`src/rtl/bcd_disp_pkg.sv`:
```
// Shared constants and types for the BCD display arbiter.
//   SEG_0..SEG_9, SEG_BLANK : active-low 7-segment codes, bit order {a,b,c,d,e,f,g}
//   state_t                 : arbiter/converter FSM states
//   add3()                  : shift-add-3 correction for one BCD nibble
package bcd_disp_pkg;

    localparam int WIDTH_DEF     = 8;
    localparam int MAX_VAL_DEF   = 200;
    localparam int BLANK_VAL_DEF = 200;

    localparam logic [6:0] SEG_0     = 7'b0000001;
    localparam logic [6:0] SEG_1     = 7'b1001111;
    localparam logic [6:0] SEG_2     = 7'b0010010;
    localparam logic [6:0] SEG_3     = 7'b0000110;
    localparam logic [6:0] SEG_4     = 7'b1001100;
    localparam logic [6:0] SEG_5     = 7'b0100100;
    localparam logic [6:0] SEG_6     = 7'b0100000;
    localparam logic [6:0] SEG_7     = 7'b0001111;
    localparam logic [6:0] SEG_8     = 7'b0000000;
    localparam logic [6:0] SEG_9     = 7'b0000100;
    localparam logic [6:0] SEG_BLANK = 7'b1111111;

    typedef enum logic [1:0] {
        ST_IDLE,
        ST_CONV,
        ST_LOAD
    } state_t;

    // Nibbles >= 5 would exceed 9 after the next doubling, so pre-correct them.
    function automatic logic [3:0] add3(input logic [3:0] n);
        return (n >= 4'd5) ? n + 4'd3 : n;
    endfunction

endpackage

```
`src/rtl/seg7_digit.sv`:
```
// Combinational BCD digit to 7-segment decoder.
//   i_bcd : 4-bit BCD digit (values 10..15 decode to blank)
//   o_seg : active-low segments {a,b,c,d,e,f,g}
module seg7_digit
    import bcd_disp_pkg::*;
(
    input  logic [3:0] i_bcd,
    output logic [6:0] o_seg
);

    always_comb begin
        case (i_bcd)
            4'd0:    o_seg = SEG_0;
            4'd1:    o_seg = SEG_1;
            4'd2:    o_seg = SEG_2;
            4'd3:    o_seg = SEG_3;
            4'd4:    o_seg = SEG_4;
            4'd5:    o_seg = SEG_5;
            4'd6:    o_seg = SEG_6;
            4'd7:    o_seg = SEG_7;
            4'd8:    o_seg = SEG_8;
            4'd9:    o_seg = SEG_9;
            default: o_seg = SEG_BLANK;
        endcase
    end

endmodule

```
`src/rtl/bcd_display_arbiter.sv`:
```
// Shares one 3-digit 7-segment display between two requesters.
// Round-robin arbitration, serial shift-add-3 binary-to-BCD conversion
// (one bit per clock), registered segment drive.
//   clk, rst          : clock (rising edge), async active-high reset
//   req_a/data_a/gnt_a: requester A request, value, 1-cycle capture pulse
//   req_b/data_b/gnt_b: requester B, same rules
//   busy              : FSM not idle
//   done              : 1-cycle pulse, new CEN/DEZ/UNI valid
//   err               : 1-cycle pulse, captured value above MAX_VAL was rejected
//   src               : owner of the displayed value (0=A, 1=B)
//   CEN/DEZ/UNI       : hundreds/tens/units digits, active-low segments
module bcd_display_arbiter
    import bcd_disp_pkg::*;
#(
    parameter int WIDTH     = WIDTH_DEF,
    parameter int MAX_VAL   = MAX_VAL_DEF,
    parameter int BLANK_VAL = BLANK_VAL_DEF
) (
    input  logic             clk,
    input  logic             rst,
    input  logic             req_a,
    input  logic [WIDTH-1:0] data_a,
    output logic             gnt_a,
    input  logic             req_b,
    input  logic [WIDTH-1:0] data_b,
    output logic             gnt_b,
    output logic             busy,
    output logic             done,
    output logic             err,
    output logic             src,
    output logic [6:0]       CEN,
    output logic [6:0]       DEZ,
    output logic [6:0]       UNI
);

    localparam int CW = (WIDTH > 1) ? $clog2(WIDTH) : 1;

    state_t            r_state;
    state_t            w_next;
    logic              r_rr_ptr;     // 0 = A wins a tie, 1 = B wins a tie
    logic              r_winner;
    logic              r_blank;
    logic              r_rej_pend;
    logic [WIDTH-1:0]  r_bin;
    logic [11:0]       r_bcd;
    logic [CW-1:0]     r_cnt;
    logic              r_gnt_a, r_gnt_b, r_done, r_err, r_src;
    logic [6:0]        r_cen, r_dez, r_uni;

    logic              w_req_any;
    logic              w_sel_b;
    logic [WIDTH-1:0]  w_win_data;
    logic              w_reject;
    logic              w_blank;
    logic              w_accept;
    logic [11:0]       w_bcd_adj;
    logic [6:0]        w_seg_c, w_seg_d, w_seg_u;

    assign w_req_any  = req_a | req_b;
    assign w_sel_b    = (req_a & req_b) ? r_rr_ptr : req_b;
    assign w_win_data = w_sel_b ? data_b : data_a;
    assign w_reject   = int'(w_win_data) > MAX_VAL;
    assign w_blank    = int'(w_win_data) == BLANK_VAL;
    // A rejected capture reports err one cycle after its grant; requests are
    // not sampled in that cycle so gnt and err never overlap and the
    // requester has time to drop its req.
    assign w_accept   = (r_state == ST_IDLE) && w_req_any && !r_rej_pend;
    assign w_bcd_adj  = {add3(r_bcd[11:8]), add3(r_bcd[7:4]), add3(r_bcd[3:0])};

    seg7_digit u_seg_c (.i_bcd(r_bcd[11:8]), .o_seg(w_seg_c));
    seg7_digit u_seg_d (.i_bcd(r_bcd[7:4]),  .o_seg(w_seg_d));
    seg7_digit u_seg_u (.i_bcd(r_bcd[3:0]),  .o_seg(w_seg_u));

    // State register.
    // NOTE: sequential state uses non-blocking (<=) so every register samples
    // pre-edge values regardless of statement order.
    always_ff @(posedge clk or posedge rst) begin
        if (rst) r_state <= ST_IDLE;
        else     r_state <= w_next;
    end

    // Next-state logic.
    // NOTE: the default assignment first keeps this purely combinational;
    // a path that leaves w_next unassigned would infer a latch.
    always_comb begin
        w_next = r_state;
        case (r_state)
            ST_IDLE: if (w_accept && !w_reject) w_next = w_blank ? ST_LOAD : ST_CONV;
            ST_CONV: if (r_cnt == '0) w_next = ST_LOAD;
            ST_LOAD: w_next = ST_IDLE;
            default: w_next = ST_IDLE;
        endcase
    end

    // Output logic.
    always_comb begin
        busy = (r_state != ST_IDLE);
    end

    // Datapath: capture, conversion, display registers and pulses.
    always_ff @(posedge clk or posedge rst) begin
        if (rst) begin
            r_rr_ptr   <= 1'b0;
            r_winner   <= 1'b0;
            r_blank    <= 1'b0;
            r_rej_pend <= 1'b0;
            r_bin      <= '0;
            r_bcd      <= '0;
            r_cnt      <= '0;
            r_gnt_a    <= 1'b0;
            r_gnt_b    <= 1'b0;
            r_done     <= 1'b0;
            r_err      <= 1'b0;
            r_src      <= 1'b0;
            r_cen      <= SEG_BLANK;
            r_dez      <= SEG_BLANK;
            r_uni      <= SEG_BLANK;
        end else begin
            r_gnt_a    <= 1'b0;
            r_gnt_b    <= 1'b0;
            r_done     <= 1'b0;
            r_err      <= r_rej_pend;
            r_rej_pend <= 1'b0;
            case (r_state)
                ST_IDLE: begin
                    if (w_accept) begin
                        r_gnt_a    <= ~w_sel_b;
                        r_gnt_b    <= w_sel_b;
                        // Only contention moves the pointer, toward the loser.
                        if (req_a && req_b) r_rr_ptr <= ~w_sel_b;
                        r_winner   <= w_sel_b;
                        r_bin      <= w_win_data;
                        r_bcd      <= '0;
                        r_cnt      <= CW'(WIDTH - 1);
                        r_blank    <= w_blank;
                        r_rej_pend <= w_reject;
                    end
                end
                ST_CONV: begin
                    {r_bcd, r_bin} <= {w_bcd_adj, r_bin} << 1;
                    if (r_cnt != '0) r_cnt <= r_cnt - 1'b1;
                end
                ST_LOAD: begin
                    r_cen  <= r_blank ? SEG_BLANK : w_seg_c;
                    r_dez  <= r_blank ? SEG_BLANK : w_seg_d;
                    r_uni  <= r_blank ? SEG_BLANK : w_seg_u;
                    r_src  <= r_winner;
                    r_done <= 1'b1;
                end
                default: ;
            endcase
        end
    end

    assign gnt_a = r_gnt_a;
    assign gnt_b = r_gnt_b;
    assign done  = r_done;
    assign err   = r_err;
    assign src   = r_src;
    assign CEN   = r_cen;
    assign DEZ   = r_dez;
    assign UNI   = r_uni;

endmodule
```
`config.mk`:
```
export PLATFORM = sky130hd
export DESIGN_NAME = bcd_display_arbiter
export DESIGN_NICKNAME = d
export VERILOG_FILES = /design/src/rtl/bcd_disp_pkg.sv /design/src/rtl/seg7_digit.sv /design/src/rtl/bcd_display_arbiter.sv
export SDC_FILE = /design/constraint.sdc
export NUM_CORES = 1
export LEC_CHECK = 0
export CAP_MARGIN = 20
export CORE_MARGIN = 8
export CORE_UTILIZATION = 35
export CTS_CLUSTER_DIAMETER = 200
export DETAILED_ROUTE_END_ITERATION = 6
export GPL_TIMING_DRIVEN = 0
export RECOVER_POWER = 100
export SYNTH_ARGS = -nofsm -noshare
export SYNTH_HDL_FRONTEND = slang
export SYNTH_SLANG_ARGS = --single-unit
```
`constraint.sdc`:
```
create_clock -name clk -period 2.2 [get_ports clk]
set_input_delay 0.44 -clock clk [delete_from_list [all_inputs] [get_ports clk]]
set_output_delay 0.44 -clock clk [all_outputs]
set_load 0.05 [all_outputs]
```
==> flow_summary.json, run 1 <==
{
  "fill_cells": 820,
  "max_stage_delay_ns": 0.81,
  "outcome": "finished, final reports clean",
  "grtUsageMet1_pct": 15.7,
  "fin_cells": 471,
  "cts_made_buffers": 5,
  "antenna_found_initial": 0,
  "fin_crit_ns": 2.11,
  "wl_um": 6510,
  "area_growth_pct": 23.3,
  "vias_per_cell": 5.03,
  "max_slew_margin_pct": 53.5,
  "clk_latency_ns": 0.31,
  "wl_per_cell_um": 13.8,
  "syn-cell-area_um2": 2980,
  "clockBufferDepth": 2,
  "gp_congestion": 0.827,
  "drive_above_1_share_pct": 7.92,
  "yosysWarnings": 0,
  "cp-start-kind": "flip-flop",
  "end_kind": "output port",
  "hold_class": "flip-flop to flip-flop",
  "start_util_pct": 36.1,
  "crit_type": "flip-flop to output port",
  "fmax_ghz": 0.474,
  "grt_use_met2_pct": 18.8,
  "crit_fanout": 2,
  "seq_area_frac_synth_pct": 47.0,
  "core_area_um2": 8260,
  "fin_crit_sh_pct": 96.0,
  "grtUsageMet3_pct": 3.21,
  "yosysUniqueCellTypes": 43,
  "setup_viol": 0,
  "synth.most_common_cell": "nor2_1",
  "placed_cells": 463,
  "synthFlopType": "dfrtp_1",
  "layout.nets": 402,
  "ant_nets": 0,
  "ys_top_cells_by_count": "40 x nor2_1, 34 x dfrtp_1, 28 x a21oi_1",
  "synth.ff_latch_count": 55,
  "synth_edf_count": 0,
  "tightest_slew_ns": 0.696,
  "port-buffer-count": 46,
  "ys_async_sr_fraction_pct": 100,
  "holdCritStartpoint": "r_rr_ptr",
  "required_ns": 1.76,
  "critical_path_buf_inv_count": 1,
  "drcViolationCount": 0,
  "timing.rr.start": "r_state[0]",
  "tritoncts": "yes",
  "path_depth": 1,
  "rsz0062_at_grt": "no",
  "grt_pass1_wl_um": 11400,
  "ctsHoldBuffers": 0,
  "p_total_mw": 5.96,
  "hpwl_um": 4920,
  "syn_nets": 348,
  "avgSynthCellArea_um2": 9.59,
  "p_per_area_nw_per_um2": 1620,
  "die_x_um": 108,
  "synth_top_area_cell": "dfrtp_1",
  "synth_area_leaders": "dfrtp_1 29%, dfstp_2 18%, ha_1 7.1%",
  "placementRows": 33,
  "arrival_ns": 1.67,
  "grt_usage_pct": 12.0,
  "postSynthCellCount": 311,
  "r2r_cells": 5,
  "ir_drop_mv": 0.432,
  "cpMaxStageDelayCell": "clkdlybuf4s50_1",
  "critPathLaunch": "DEZ[6]",
  "final_hold_viol_count": 0,
  "synth_top_area_share_pct": 28.5,
  "grt_max_degree": 39,
  "cts_htree_levels": 2,
  "final_max_slew_viol_count": 0,
  "worst_clock_skew_ns": 0.00731,
  "cap_violations": 0,
  "tns_ns": 0,
  "grt_pass1_vias": 2398,
  "dr_total_vias": 2368,
  "clkSinkCount": 55,
  "antenna_cells": 0,
  "min_path_cells": 1,
  "ios": 47,
  "first_iter_violations": 79,
  "dieArea_um2": 11700,
  "drt_pass1_iterations": 4,
  "top_usage_layer": "met2",
  "cp_top_family": "buffers and inverters",
  "cts-root-buf": "clkbuf_8",
  "leakage_nw": 1.62,
  "grt_overflow": 0,
  "clk_pin_slew_ns": 0.10,
  "crit_chain": "clkdlybuf4s50_1",
  "fp.dieH_um": 108
}
-- sequential cells by signal (all words and copies together), names as in the netlist --
signal / count
UNI: 7
r_blank: 1
src: 1
done: 1
r_winner: 1
r_bcd: 12
r_cnt: 3
CEN: 7
gnt_a: 1
r_rej_pend: 1
r_bin: 8
r_state: 2
DEZ: 7
err: 1
gnt_b: 1
r_rr_ptr: 1
-- placed cells by master, fill, tap and decap left out, types with 3 or more instances in the layout --
cell type | synthesis | final
dfrtp_1 | 34 | 34
nand2b_1 | 3 | 3
nor2_1 | 40 | 40
dfstp_2 | 21 | 13
xnor2_1 | 4 | 4
a31oi_1 | 4 | 4
clkbuf_1 | 11 | 11
o22a_1 | 7 | 7
mux2i_1 | 15 | 15
a22o_1 | 3 | 3
nor3_1 | 3 | 4
nand2_1 | 27 | 27
clkbuf_8 | 0 | 5
dlygate4sd3_1 | 0 | 7
clkdlybuf4s50_1 | 0 | 38
a21oi_1 | 28 | 28
nor3b_1 | 3 | 4
ha_1 | 17 | 17
o221ai_1 | 7 | 7
o21bai_1 | 3 | 3
o22ai_1 | 10 | 10
o21ai_0 | 10 | 11
inv_1 | 24 | 24
dfstp_1 | 0 | 8
-- worst paths after layout --
check	endpoint	slack, ns
worst max register to register	r_bcd[6]	0.29
worst max-delay path	DEZ[6]	0.09
worst min register to register	r_rr_ptr	0.47
worst min-delay path	r_rr_ptr	0.47
max in group asynchronous	UNI[3]	0.49
min in group asynchronous	r_bin[4]	0.67
-- routing by layer --
| layer | vias to the layer above | share of wire [%] |
|---|---|---|
| met2 | 58 | 44 |
| met4 | 0 | 1.2 |
| met3 | 7 | 6.5 |
| li1 | 1194 | - |
| met5 | - | 0 |
| met1 | 1109 | 49 |
-- timing repair --
action / 4_1_cts / 5_1_grt
gates resized for setup: 1 / 0
setup buffers: 0 / 0
endpoints found under the setup margin: 1 / 0
-- final cells by class --
class,instances,area (um2),share of cell area [%]
Buffer,17,82.6,2.24
Sequential cell,55,1400,38.1
Multi-Input combinational cell,215,1400,38.0
Tap cell,105,131,3.57
Timing Repair Buffer,47,467,12.7
Clock inverter,3,38.8,1.05
Inverter,24,90.1,2.45
Clock buffer,5,68.8,1.87
-- logic make-up (layout without fill, tap and decap cells) --
logic type | after synthesis | after routing | synth area share [%]
buffers and inverters | 41 | 96 | 5.79
and+or+nand+nor | 90 | 90 | 13.7
xor gates and xnor gates | 6 | 6 | 1.76
DFF | 55 | 55 | 47.0
AOI/OAI and AO/OA | 85 | 85 | 18.8
muxes | 17 | 17 | 5.79
adders and majority gates | 17 | 17 | 7.13
-- where the power goes --
part           switching (mW)  internal [mW]
logic                    2.09           1.32
clock network           0.330          0.334
registers               0.318           1.56
-- per-stage QoR --
stage / hold WS, ns / utilization [%] / instance area (um2) / worst slack, ns
2_1_floorplan: 0.444 / - / 2980 / 0.452
3_3_place_gp: 0.461 / 43.3 / 3570 / -0.637
3_5_place_dp: 0.468 / 43.5 / 3590 / 0.0197
4_1_cts: 0.443 / 44.8 / 3700 / 0.0807
5_1_grt: 0.504 / 44.5 / 3680 / 0.0328
6_report: 0.474 / 44.5 / 3680 / 0.0890
Note: power is estimated with default switching activity, not from simulation.
==> inputs of run 2 (changes only) <==
clock period = 2.6 ns   (was 2.2 ns; I/O delays follow)
==> run 2 against run 1 <==
Net effect: clock power down 16%; critical path depth up 5; via count down 0.21%; clock-buffer cell count unchanged; critical endpoint is now r_bin[7]; largest power group unchanged.
==> flow_summary.json, run 2 (synthesis results as in run 1) <==
{
  "outcome": "finished, final reports clean",
  "port-buffer-count": 46,
  "cts_htree_levels": 2,
  "drive_above_1_share_pct": 9.56,
  "die_x_um": 108,
  "fin_crit_sh_pct": 91.5,
  "crit_type": "primary input to flip-flop",
  "start_util_pct": 36.1,
  "grt_max_degree": 39,
  "r2r_cells": 5,
  "final_max_slew_viol_count": 0,
  "cpMaxStageDelayCell": "dlygate4sd3_1",
  "fmax_ghz": 0.420,
  "p_total_mw": 4.99,
  "drcViolationCount": 0,
  "clk_latency_ns": 0.31,
  "grt_usage_pct": 12.0,
  "required_ns": 2.77,
  "rsz0062_at_grt": "no",
  "fin_crit_ns": 2.38,
  "grt_overflow": 0,
  "ant_nets": 0,
  "fp.dieH_um": 108,
  "leakage_nw": 1.64,
  "antenna_found_initial": 0,
  "antenna_cells": 0,
  "dieArea_um2": 11700,
  "crit_fanout": 10,
  "wl_um": 6480,
  "min_path_cells": 1,
  "drt_pass1_iterations": 4,
  "fin_area_um2": 3670,
  "wl_per_cell_um": 13.8,
  "max_slew_margin_pct": 38.5,
  "place_area_um2": 3590,
  "crit_chain": "dlygate4sd3_1 > inv_1 > o21ai_0 > clkbuf_1 > mux2i_1 > o221ai_1",
  "top_register": "r_bcd",
  "cap_violations": 0,
  "post-route-util_pct": 44.5,
  "layout.nets": 402,
  "clkSinkCount": 55,
  "ctsHoldBuffers": 0,
  "cts-root-buf": "clkbuf_8",
  "clockBufferDepth": 2,
  "arrival_ns": 2.55,
  "final_common_cell": "nor2_1",
  "hold_class": "flip-flop to flip-flop",
  "rr_endpoint": "r_bcd[6]",
  "hpwl_um": 4920,
  "first_iter_violations": 79,
  "worst_clock_skew_ns": 0.00911,
  "final_cell_mix": "40 x nor2_1, 34 x dfrtp_1, 28 x a21oi_1, 28 x dlygate4sd3_1, 27 x nand2_1",
  "dr_total_vias": 2363,
  "core_area_um2": 8260,
  "top_regs": "r_bcd x12, r_bin x8",
  "placed_cells": 463,
  "ir_drop_mv": 0.384,
  "fill_cells": 822,
  "holdCritStartpoint": "r_rr_ptr",
  "post_cts_resized": 0,
  "fin_cells": 471,
  "p_per_area_nw_per_um2": 1360,
  "cts_made_buffers": 5,
  "reg2reg_setup_slack_ns": 0.56,
  "grt_pass1_wl_um": 11400,
  "grt_pass1_vias": 2398,
  "cp-start-kind": "primary input",
  "tritoncts": "yes",
  "largest_reg_flops": 12,
  "tightest_slew_ns": 0.923,
  "placementRows": 33,
  "end_kind": "flip-flop",
  "clk_pin_slew_ns": 0.10,
  "gp_congestion": 0.827,
  "setup_viol": 0,
  "hold_end": "r_rr_ptr",
  "cts_setup_buffers": 0,
  "ios": 47,
  "area_growth_pct": 23.2,
  "max_stage_delay_ns": 0.56,
  "vias_per_cell": 5.02,
  "final_hold_viol_count": 0,
  "timing.rr.start": "r_state[0]"
}
run 2: cell count changes in the layout (fill, tap and decap cells not counted), sizes merged:
cell / previous run / this run
clkdlybuf4s50: 38 / 18
clkbuf: 18 / 19
dlygate4sd2: 1 / 0
buf: 5 / 4
dlygate4sd3: 7 / 28
run 2: cell type report:
| type | count | area, um2 | share of cell area [%] |
|---|---|---|---|
| Sequential cell | 55 | 1400 | 38.2 |
| Multi-Input combinational cell | 215 | 1400 | 38.0 |
| Timing Repair Buffer | 47 | 465 | 12.7 |
| Tap cell | 105 | 131 | 3.58 |
| Inverter | 24 | 90.1 | 2.45 |
| Buffer | 17 | 80.1 | 2.18 |
| Clock buffer | 5 | 68.8 | 1.87 |
| Clock inverter | 3 | 38.8 | 1.06 |
run 2: worst max-delay path: cells and delay by family:
family                 cells  cell delay [ns]
AO/OA/AOI/OAI              2             0.56
buffers and inverters      3             1.17
multiplexers               1             0.29
run 2: worst max path at each step:
stage | start | endpoint | slack (ns) | depth (start not counted)
after floorplan | rst | done | 0.77 | 1
after detailed placement | req_a | r_bin[6] | 0.34 | 6
after global placement | rst | r_bcd[9] | -0.32 | 2
after global routing | rst | r_bcd[10] | 0.10 | 3
after CTS | r_state[0] | busy | 0.23 | 3
final | req_a | r_bin[7] | 0.22 | 6
run 2: metal layers:
| metal | up-vias | routed length [um] | track usage (%) |
|---|---|---|---|
| met2 | 55 | 2840 | 18.8 |
| met3 | 7 | 412 | 3.21 |
| li1 | 1194 | - | - |
| met4 | 0 | 79 | 3.81 |
| met5 | - | 0 | 0 |
| met1 | 1107 | 3150 | 15.7 |
run 2: metrics by stage:
| step | hold WS, ns | setup slack [ns] | setup TNS (ns) |
|---|---|---|---|
| 2_1_floorplan | 0.444 | 0.772 | 0 |
| 3_3_place_gp | 0.461 | -0.317 | -10.70 |
| 3_5_place_dp | 0.468 | 0.340 | 0 |
| 4_1_cts | 0.485 | 0.228 | 0 |
| 5_1_grt | 0.504 | 0.100 | 0 |
| 6_report | 0.474 | 0.221 | 0 |
run 2: power by group:
| part | leakage, nW | internal [mW] | switching [mW] |
|---|---|---|---|
| combinational | 0.941 | 1.07 | 1.77 |
| sequential | 0.648 | 1.34 | 0.262 |
| clock | 0.0556 | 0.283 | 0.279 |
| total | 1.64 | 2.69 | 2.31 |
==> inputs of run 3 (changes only) <==
GPL_TIMING_DRIVEN = default   (was 0)
clock period = 2.8 ns   (was 2.6 ns; I/O delays follow)
==> run 3 against run 2 <==
Net effect: combinational power fell by 13%; die area did not move; clock-buffer cell count rose by 3.
==> flow_summary.json, run 3 (synthesis results as in run 1) <==
{
  "outcome": "finished, final reports clean",
  "cpMaxStageDelayCell": "o31ai_1",
  "clk_latency_ns": 0.30,
  "critical_path_buf_inv_count": 1,
  "cp-start-kind": "primary input",
  "post_cts_resized": 0,
  "wl_per_cell_um": 13.8,
  "drt_pass1_iterations": 6,
  "port-buffer-count": 46,
  "die_x_um": 108,
  "worst_clock_skew_ns": 0.00540,
  "fin_crit_sh_pct": 88.6,
  "grt_pass1_wl_um": 10800,
  "drive_above_1_share_pct": 9.55,
  "fin_crit_ns": 2.48,
  "crit_type": "primary input to flip-flop",
  "end_kind": "flip-flop",
  "final_cell_mix": "40 x nor2_1, 34 x dfrtp_1, 29 x dlygate4sd3_1",
  "p_per_area_nw_per_um2": 1240,
  "multi_input_area_um2": 1390,
  "ios": 47,
  "ant_nets": 0,
  "vias_per_cell": 4.98,
  "grt_use_met2_pct": 16.6,
  "fmax_ghz": 0.403,
  "top_usage_layer": "met2",
  "largest_reg_flops": 12,
  "cap_violations": 0,
  "tightest_slew_ns": 1.38,
  "grtUsageMet1_pct": 15.8,
  "leakage_nw": 1.61,
  "tritoncts": "yes",
  "placementRows": 33,
  "ctsHoldBuffers": 0,
  "setup_viol": 0,
  "ir_drop_mv": 0.431,
  "rsz0062_at_grt": "no",
  "core_area_um2": 8260,
  "drcViolationCount": 0,
  "tns_ns": 0,
  "grt_max_degree": 56,
  "antenna_found_initial": 0,
  "required_ns": 3.00,
  "max_slew_margin_pct": 7.44,
  "hold_class": "flip-flop to flip-flop",
  "grtUsageMet3_pct": 2.80,
  "arrival_ns": 2.68,
  "final_common_cell": "nor2_1",
  "regArea_um2": 1400,
  "final_hold_viol_count": 0,
  "start_util_pct": 36.1,
  "grt_overflow": 0,
  "power_frac_clock_pct": 9.4,
  "layout.nets": 392,
  "grt_usage_pct": 11.2,
  "fp.dieH_um": 108,
  "antenna_cells": 0,
  "gp_congestion": 0.774,
  "hpwl_um": 4640,
  "place_ws_ns": 0.593,
  "p_comb_share_pct": 55.4,
  "dr_total_vias": 2295,
  "crit_fanout": 10,
  "cts_setup_buffers": 0,
  "cts-root-buf": "clkbuf_8",
  "clkSinkCount": 55,
  "top_regs": "r_bcd x12, r_bin x8",
  "final_max_slew_viol_count": 0,
  "top_register": "r_bcd",
  "pwr-share-seq_pct": 35.2,
  "cp_top_family": "compound AO/OA/AOI/OAI gates",
  "fill_cells": 842,
  "clk_pin_slew_ns": 0.09,
  "dieArea_um2": 11700,
  "fin_ws_ns": 0.318,
  "switching_share_pct": 46.9,
  "intPower_mw": 2.37,
  "cts_made_buffers": 5,
  "clockBufferDepth": 2,
  "p_switching_mw": 2.09,
  "wl_um": 6340,
  "first_iter_violations": 79,
  "cts_htree_levels": 2,
  "hold_slack_ns": 0.467,
  "grt_pass1_vias": 2251,
  "max_stage_delay_ns": 1.11,
  "crit_chain": "dlygate4sd3_1 > nor2_1 > o31ai_1 > nand2_1 > a32o_1",
  "area_growth_pct": 20.7
}
-- run 3: routing by layer --
metal | wire, um | share of wire (%)
met1 | 3240 | 51
met5 | 0 | 0
met2 | 2700 | 43
met4 | 68 | 1.1
met3 | 334 | 5.3
-- run 3: metrics by stage --
step                      utilization, %  instances  power [mW]  cell area [um2]
final                               43.6        461        4.46             3600
after detailed placement            43.2        453        4.18             3560
after floorplan                        -        311        3.52             2980
after CTS                           44.1        461        4.61             3640
after global placement              43.2        453        4.12             3560
after global routing                43.6        461        4.85             3600
-- run 3: layout make-up --
| type | count | share of cell area, % |
|---|---|---|
| clock buffers | 8 | 2.22 |
| multi-input cells | 215 | 38.7 |
| well taps | 105 | 3.65 |
| flip-flops and latches | 55 | 39.0 |
| inverters | 24 | 2.50 |
| repair buffers | 54 | 14.0 |
-- run 3: final timing paths --
| check | from | endpoint | slack [ns] | depth (start not counted) |
|---|---|---|---|---|
| worst max-delay path | req_a | r_bcd[11] | 0.32 | 5 |
| worst min-delay path | r_rej_pend | err | 0.47 | 0 |
| worst max register to register | r_state[0] | r_bcd[11] | 0.53 | 4 |
| worst min register to register | r_rej_pend | err | 0.47 | 0 |
| max in group asynchronous | rst | r_bcd[10] | 0.85 | 3 |
| min in group asynchronous | rst | r_cnt[1] | 1.14 | 3 |
-- run 3: power by group through the flow --
stage | clock network (mW) | logic (mW) | registers, mW
after global routing | 0.480 | 2.73 | 1.64
after CTS | 0.444 | 2.59 | 1.58
final | 0.420 | 2.47 | 1.57
after global placement | 0 | 2.54 | 1.58
after floorplan | 0 | 1.47 | 2.05
after detailed placement | 0 | 2.58 | 1.60
